### src/rtl/exp_req_ctrl.sv
// Exception request controller: synchronizes three external event lines, latches edges
// as pending, and runs a one-hot request/take/return handshake with CP0. Nesting via EXP_REQ_NEST_EN.
module exp_req_ctrl (
    input  logic       clk,
    input  logic       reset,
    input  logic [2:0] irq_in,
    input  logic [2:0] irq_mask,
    input  logic       ExpBlock,
    input  logic       HasExp,
    input  logic       IsEret,
    output logic       ExpSrc0,
    output logic       ExpSrc1,
    output logic       ExpSrc2,
    output logic [2:0] pending,
    output logic [2:0] in_service
);

    typedef enum logic [1:0] {
        ST_IDLE    = 2'd0,
        ST_REQ     = 2'd1,
        ST_SERVICE = 2'd2
    } state_e;

    state_e     state_q, state_d;
    logic [2:0] sync1_q, sync2_q, hist_q;
    logic [2:0] arm_q, arm_d;
    logic [1:0] fill_q, fill_d;
    logic [2:0] pending_q, pending_d;
    logic [2:0] in_service_q, in_service_d;
    logic [2:0] exp_src_q, exp_src_d;
    logic [1:0] sel_q, sel_d;

    logic [2:0] edge_det;
    logic [2:0] eligible;
    logic [2:0] take_clr;

    function automatic logic [1:0] top_idx(input logic [2:0] v);
        if (v[2])      return 2'd2;
        else if (v[1]) return 2'd1;
        else           return 2'd0;
    endfunction

    function automatic logic [2:0] onehot(input logic [1:0] idx);
        return 3'b001 << idx;
    endfunction

    // A line must be seen low after the synchronizer refills from reset before its
    // edges count, so a line held high across reset does not look like a fresh event.
    assign fill_d   = (fill_q == 2'd2) ? 2'd2 : fill_q + 2'd1;
    assign arm_d    = arm_q | ({3{fill_q == 2'd2}} & ~sync2_q);
    assign edge_det = sync2_q & ~hist_q & arm_q;
    assign eligible = pending_q & ~irq_mask;

    // NOTE: every output of this block gets a default first, so no path leaves a latch.
    always_comb begin
        state_d      = state_q;
        sel_d        = sel_q;
        exp_src_d    = exp_src_q;
        in_service_d = in_service_q;
        take_clr     = 3'b000;

        unique case (state_q)
            ST_IDLE: begin
                exp_src_d = 3'b000;
                if (eligible != 3'b000 && !ExpBlock) begin
                    state_d   = ST_REQ;
                    sel_d     = top_idx(eligible);
                    exp_src_d = onehot(top_idx(eligible));
                end
            end
            ST_REQ: begin
                if (HasExp) begin
                    take_clr     = onehot(sel_q);
                    in_service_d = in_service_q | onehot(sel_q);
                    exp_src_d    = 3'b000;
                    state_d      = ST_SERVICE;
                end else if (irq_mask[sel_q] || ExpBlock) begin
                    exp_src_d = 3'b000;
                    state_d   = (in_service_q != 3'b000) ? ST_SERVICE : ST_IDLE;
                end
            end
            ST_SERVICE: begin
                exp_src_d = 3'b000;
                if (IsEret) begin
                    in_service_d = in_service_q & ~onehot(top_idx(in_service_q));
                    if (in_service_d == 3'b000)
                        state_d = ST_IDLE;
                end
`ifdef EXP_REQ_NEST_EN
                else begin
                    logic [2:0] above;
                    logic [2:0] cand;
                    unique case (top_idx(in_service_q))
                        2'd2:    above = 3'b000;
                        2'd1:    above = 3'b100;
                        default: above = 3'b110;
                    endcase
                    cand = eligible & above;
                    if (cand != 3'b000 && !ExpBlock) begin
                        state_d   = ST_REQ;
                        sel_d     = top_idx(cand);
                        exp_src_d = onehot(top_idx(cand));
                    end
                end
`else
`endif
            end
            default: begin
                state_d   = ST_IDLE;
                exp_src_d = 3'b000;
            end
        endcase

        // A new edge wins over the take that clears the same bit.
        pending_d = (pending_q & ~take_clr) | edge_det;
    end

    // NOTE: sequential state uses non-blocking assignments so all flops update together.
    always_ff @(posedge clk) begin
        if (!reset) begin
            state_q      <= ST_IDLE;
            sync1_q      <= 3'b000;
            sync2_q      <= 3'b000;
            hist_q       <= 3'b000;
            arm_q        <= 3'b000;
            fill_q       <= 2'd0;
            pending_q    <= 3'b000;
            in_service_q <= 3'b000;
            exp_src_q    <= 3'b000;
            sel_q        <= 2'd0;
        end else begin
            state_q      <= state_d;
            sync1_q      <= irq_in;
            sync2_q      <= sync1_q;
            hist_q       <= sync2_q;
            arm_q        <= arm_d;
            fill_q       <= fill_d;
            pending_q    <= pending_d;
            in_service_q <= in_service_d;
            exp_src_q    <= exp_src_d;
            sel_q        <= sel_d;
        end
    end

    assign ExpSrc0    = exp_src_q[0];
    assign ExpSrc1    = exp_src_q[1];
    assign ExpSrc2    = exp_src_q[2];
    assign pending    = pending_q;
    assign in_service = in_service_q;

endmodule

### config.mk
export PLATFORM = sky130hd
export DESIGN_NAME = exp_req_ctrl
export DESIGN_NICKNAME = d
export VERILOG_FILES = /design/src/rtl/exp_req_ctrl.sv
export SDC_FILE = /design/constraint.sdc
export NUM_CORES = 1
export LEC_CHECK = 0
export CAP_MARGIN = 30
export CORE_ASPECT_RATIO = 1.25
export CORE_MARGIN = 2
export CORE_UTILIZATION = 53
export DETAILED_ROUTE_END_ITERATION = 7
export PLACE_DENSITY_LB_ADDON = 0.3
export SYNTH_ARGS = -nofsm -noshare
export SYNTH_HDL_FRONTEND = slang
export SYNTH_SLANG_ARGS = --single-unit
### constraint.sdc
create_clock -name clk -period 1.74 [get_ports clk]
set_input_delay 0.435 -clock clk [delete_from_list [all_inputs] [get_ports clk]]
set_output_delay 0.435 -clock clk [all_outputs]
set_load 0.005 [all_outputs]
==> results.yml <==
global_routing:
  grt.total_usage: 0.191
  grtUsageMet2: 0.387
  grt-ovfl-total: 0
  grt_peak_use_layer: "met2"
  via_count_of_the_first_global_routing_pass: 840
  met1_usage: 0.182
  antenna_found_initial: 0
  grt_pass1_wl_um: 3310
  met3_usage: 0.0302
  grt_max_degree: 16
clock_network:
  cts_num_sinks: 27
  tritoncts: "done"
  clock_path_buffers: 2
  tritoncts.num_buffers: 3
  clk_transition_reported_paths_ps: 130
  cts-root-buf: "sky130_fd_sc_hd__clkbuf_4"
  worst_skew_pair.late_latency_ps: 320
  cts_hold_buf: 0
  cts_htree_levels: 1
layout:
  nNetsFinal: 141
  n_antenna_cell: 0
  area_growth_syn_to_layout_pct: 26.0
  post_route_standard_cell_area_excluding_fillers_um2: 1320
  layoutNonFillerInstCount: 147
  final_util: 0.728
  layout-drive-gt1-share: 0.109
  final.fill_count: 132
logic_synthesis:
  post_synthesis_instance_total: 103
  synth_top_area_frac: 0.517
  ys_seq_area_frac: 0.517
  post_synth_num_cell_types: 35
  synth_enable_flop_cells: 0
  most_instantiated_cells_after_synthesis: "sky130_fd_sc_hd__dfxtp_1, sky130_fd_sc_hd__and2_1, sky130_fd_sc_hd__o21ai_0, sky130_fd_sc_hd__nor2b_1, sky130_fd_sc_hd__nand2_1"
  cell_area_after_synthesis_um2: 1040
  synth_top_cells_by_area: "sky130_fd_sc_hd__dfxtp_1, sky130_fd_sc_hd__and2_1, sky130_fd_sc_hd__nor2b_1"
  yosysMostFrequentCell: "sky130_fd_sc_hd__dfxtp_1"
  synth_top_area_cell: "sky130_fd_sc_hd__dfxtp_1"
  ys_dominant_reg_cell: "sky130_fd_sc_hd__dfxtp_1"
  synth.net_count: 115
  ys_async_sr_fraction: 0
  synth.avg_cell_area_um2: 10.1
  yosysWarningCount: 0
  yosys_register_bits: 27
drt:
  totalWireLength_um: 1980
  dr.first_iter.drc_count: 11
  routed-via-count: 842
  route.antenna.remaining_nets: 0
  vias_per_cell: 5.73
  routed_wire_length_per_instance_um: 13.5
  drt_first_pass_iters: 4
  drc: 0
worst_hold_path:
  min_path_type: "register to register"
placed_design:
  io_buffers: 19
  dp_hpwl_um: 1560
  post_dp_cell_area_um2: 1280
  placed_cells: 143
  gp_congestion: 0.838
power:
  worst_ir_drop_vdd_mv: 0.689
  net_switching_power_of_the_design_mw: 0.221
  clock_power_share: 0.255
  swShare: 0.219
  cell_internal_pwr_mw: 0.791
  pwr-share-comb: 0.095
  pwr-share-seq: 0.651
  power.leakage_nw: 0.517
  power_density_nw_per_um2: 769
worst_setup_path:
  startpoint_type: "register"
  worstPathCellList: "clkdlybuf4s50_1"
  crit_required_ps: 1300
  worst_ep_arrival_time_ps: 1240
  cp_max_fo: 7
  timing.setup.critical_path_class: "register to primary output"
  worst_setup_path_end_kind: "primary output"
  critPathTopFamily: "buffers and inverters"
  path_buf_inv: 1
  crit_path_top_delay_cell: "sky130_fd_sc_hd__clkdlybuf4s50_1"
  delay_contributed_by_the_slowest_stage_of_the_critical_path_ps: 520
die:
  die_w_um: 43.7
  floorplan.initialDensity: 0.578
  die_height_um: 53.6
  num_io_pins: 20
  placementRows: 17
  total_die_area_um2: 2340
  floorplan.core_area_um2: 1810
timing:
  drv_slew: 0
  final-setup-viol-count: 0
  max-slew-margin-rel: 0.743
  timing_worst_slew_pin_value_ps: 381
  finalClockSkew_ps: 2.75
  number_of_hold_violations_in_the_final_report: 0
  finalCritPeriodShare: 0.962
  maximum_clock_rate_mhz: 597
  rsz_0062_raised_after_global_routing: "false"
  min_period_ps: 1670
  hold_slack_ps: 429
status:
  run_status: "complete, no violations"
run:
  maxcap_violations: 0
logic make-up (layout without fill, tap and decap cells):
| kind of cell | after synthesis | in the layout | synth area share |
|---|---|---|---|
| and+or+nand+nor | 43 | 43 | 0.265 |
| buffers and inverters | 5 | 30 | 0.0180 |
| DFF | 27 | 27 | 0.517 |
| muxes | 2 | 2 | 0.0192 |
| adders and majority gates | 1 | 1 | 0.0120 |
| AOI/OAI and AO/OA | 25 | 25 | 0.169 |
area by class of cell:
class | count | area (um2) | share of cell area
clock buffer | 3 | 22.5 | 0.0171
clock inverter | 1 | 5.00 | 0.00380
inverter | 2 | 7.51 | 0.00570
multi-input combinational | 71 | 485 | 0.369
sequential | 27 | 544 | 0.413
tap | 19 | 23.8 | 0.0181
timing repair buffer | 24 | 228 | 0.173
cell usage in the layout, fill, tap and decap left out, types with 2 or more instances in the layout:
master                            count
sky130_fd_sc_hd__o21ai_0              8
sky130_fd_sc_hd__inv_1                2
sky130_fd_sc_hd__nor2b_1              7
sky130_fd_sc_hd__a32o_1               2
sky130_fd_sc_hd__nand3b_1             3
sky130_fd_sc_hd__dfxtp_1             24
sky130_fd_sc_hd__nor2_1               2
sky130_fd_sc_hd__and2_1               9
sky130_fd_sc_hd__o21a_1               3
sky130_fd_sc_hd__nand3_1              2
sky130_fd_sc_hd__buf_4                5
sky130_fd_sc_hd__clkdlybuf4s50_1     19
sky130_fd_sc_hd__a21boi_0             4
sky130_fd_sc_hd__dfxtp_2              3
sky130_fd_sc_hd__clkbuf_4             3
sky130_fd_sc_hd__nand2_1              6
sky130_fd_sc_hd__mux2i_1              2
sky130_fd_sc_hd__nand2b_1             3
registers in the layout, summed over array words and instances, names as in the netlist:
register	count
arm_q	3
exp_src_q	3
fill_q	2
hist_q	3
in_service	3
pending	3
sel_q	2
state_q	2
sync1_q	3
sync2_q	3
worst paths after layout:
check	start	end	slack [ps]	cells after the start
min	fill_q[0]	fill_q[0]	430	1
min reg2reg	fill_q[0]	fill_q[0]	430	1
max reg2reg	state_q[0]	state_q[0]	350	4
max	in_service[2]	in_service[2]	70	1
layer usage:
layer	vias to the layer above	wire, um	part of all wire
met2	16	1070	0.54
met1	398	809	0.41
met5	-	0	0
met4	0	41	0.021
met3	6	61	0.031
li1	422	-	-
power by group through the flow:
| stage | sequential [mW] | combinational, mW | clock [mW] |
|---|---|---|---|
| after floorplan | 0.670 | 0.0506 | 0 |
| after global placement | 0.672 | 0.0935 | 0 |
| after detailed placement | 0.673 | 0.0969 | 0 |
| after CTS | 0.659 | 0.0975 | 0.265 |
| after global routing | 0.661 | 0.108 | 0.288 |
| final | 0.659 | 0.0960 | 0.258 |
per-stage QoR:
step / worst slack [ps] / TNS (ps) / total power [mW]
2_1_floorplan: 486 / 0 / 0.720
3_3_place_gp: -63.9 / -238 / 0.765
3_5_place_dp: -118 / -616 / 0.770
4_1_cts: 9.65 / 0 / 1.02
5_1_grt: 16.3 / 0 / 1.06
6_report: 65.7 / 0 / 1.01
timing repair:
item	4_1_cts	5_1_grt
resized for setup	1	2
setup endpoints to repair	1	2
setup buffers	0	0
Note: power is estimated with default switching activity, not from simulation.
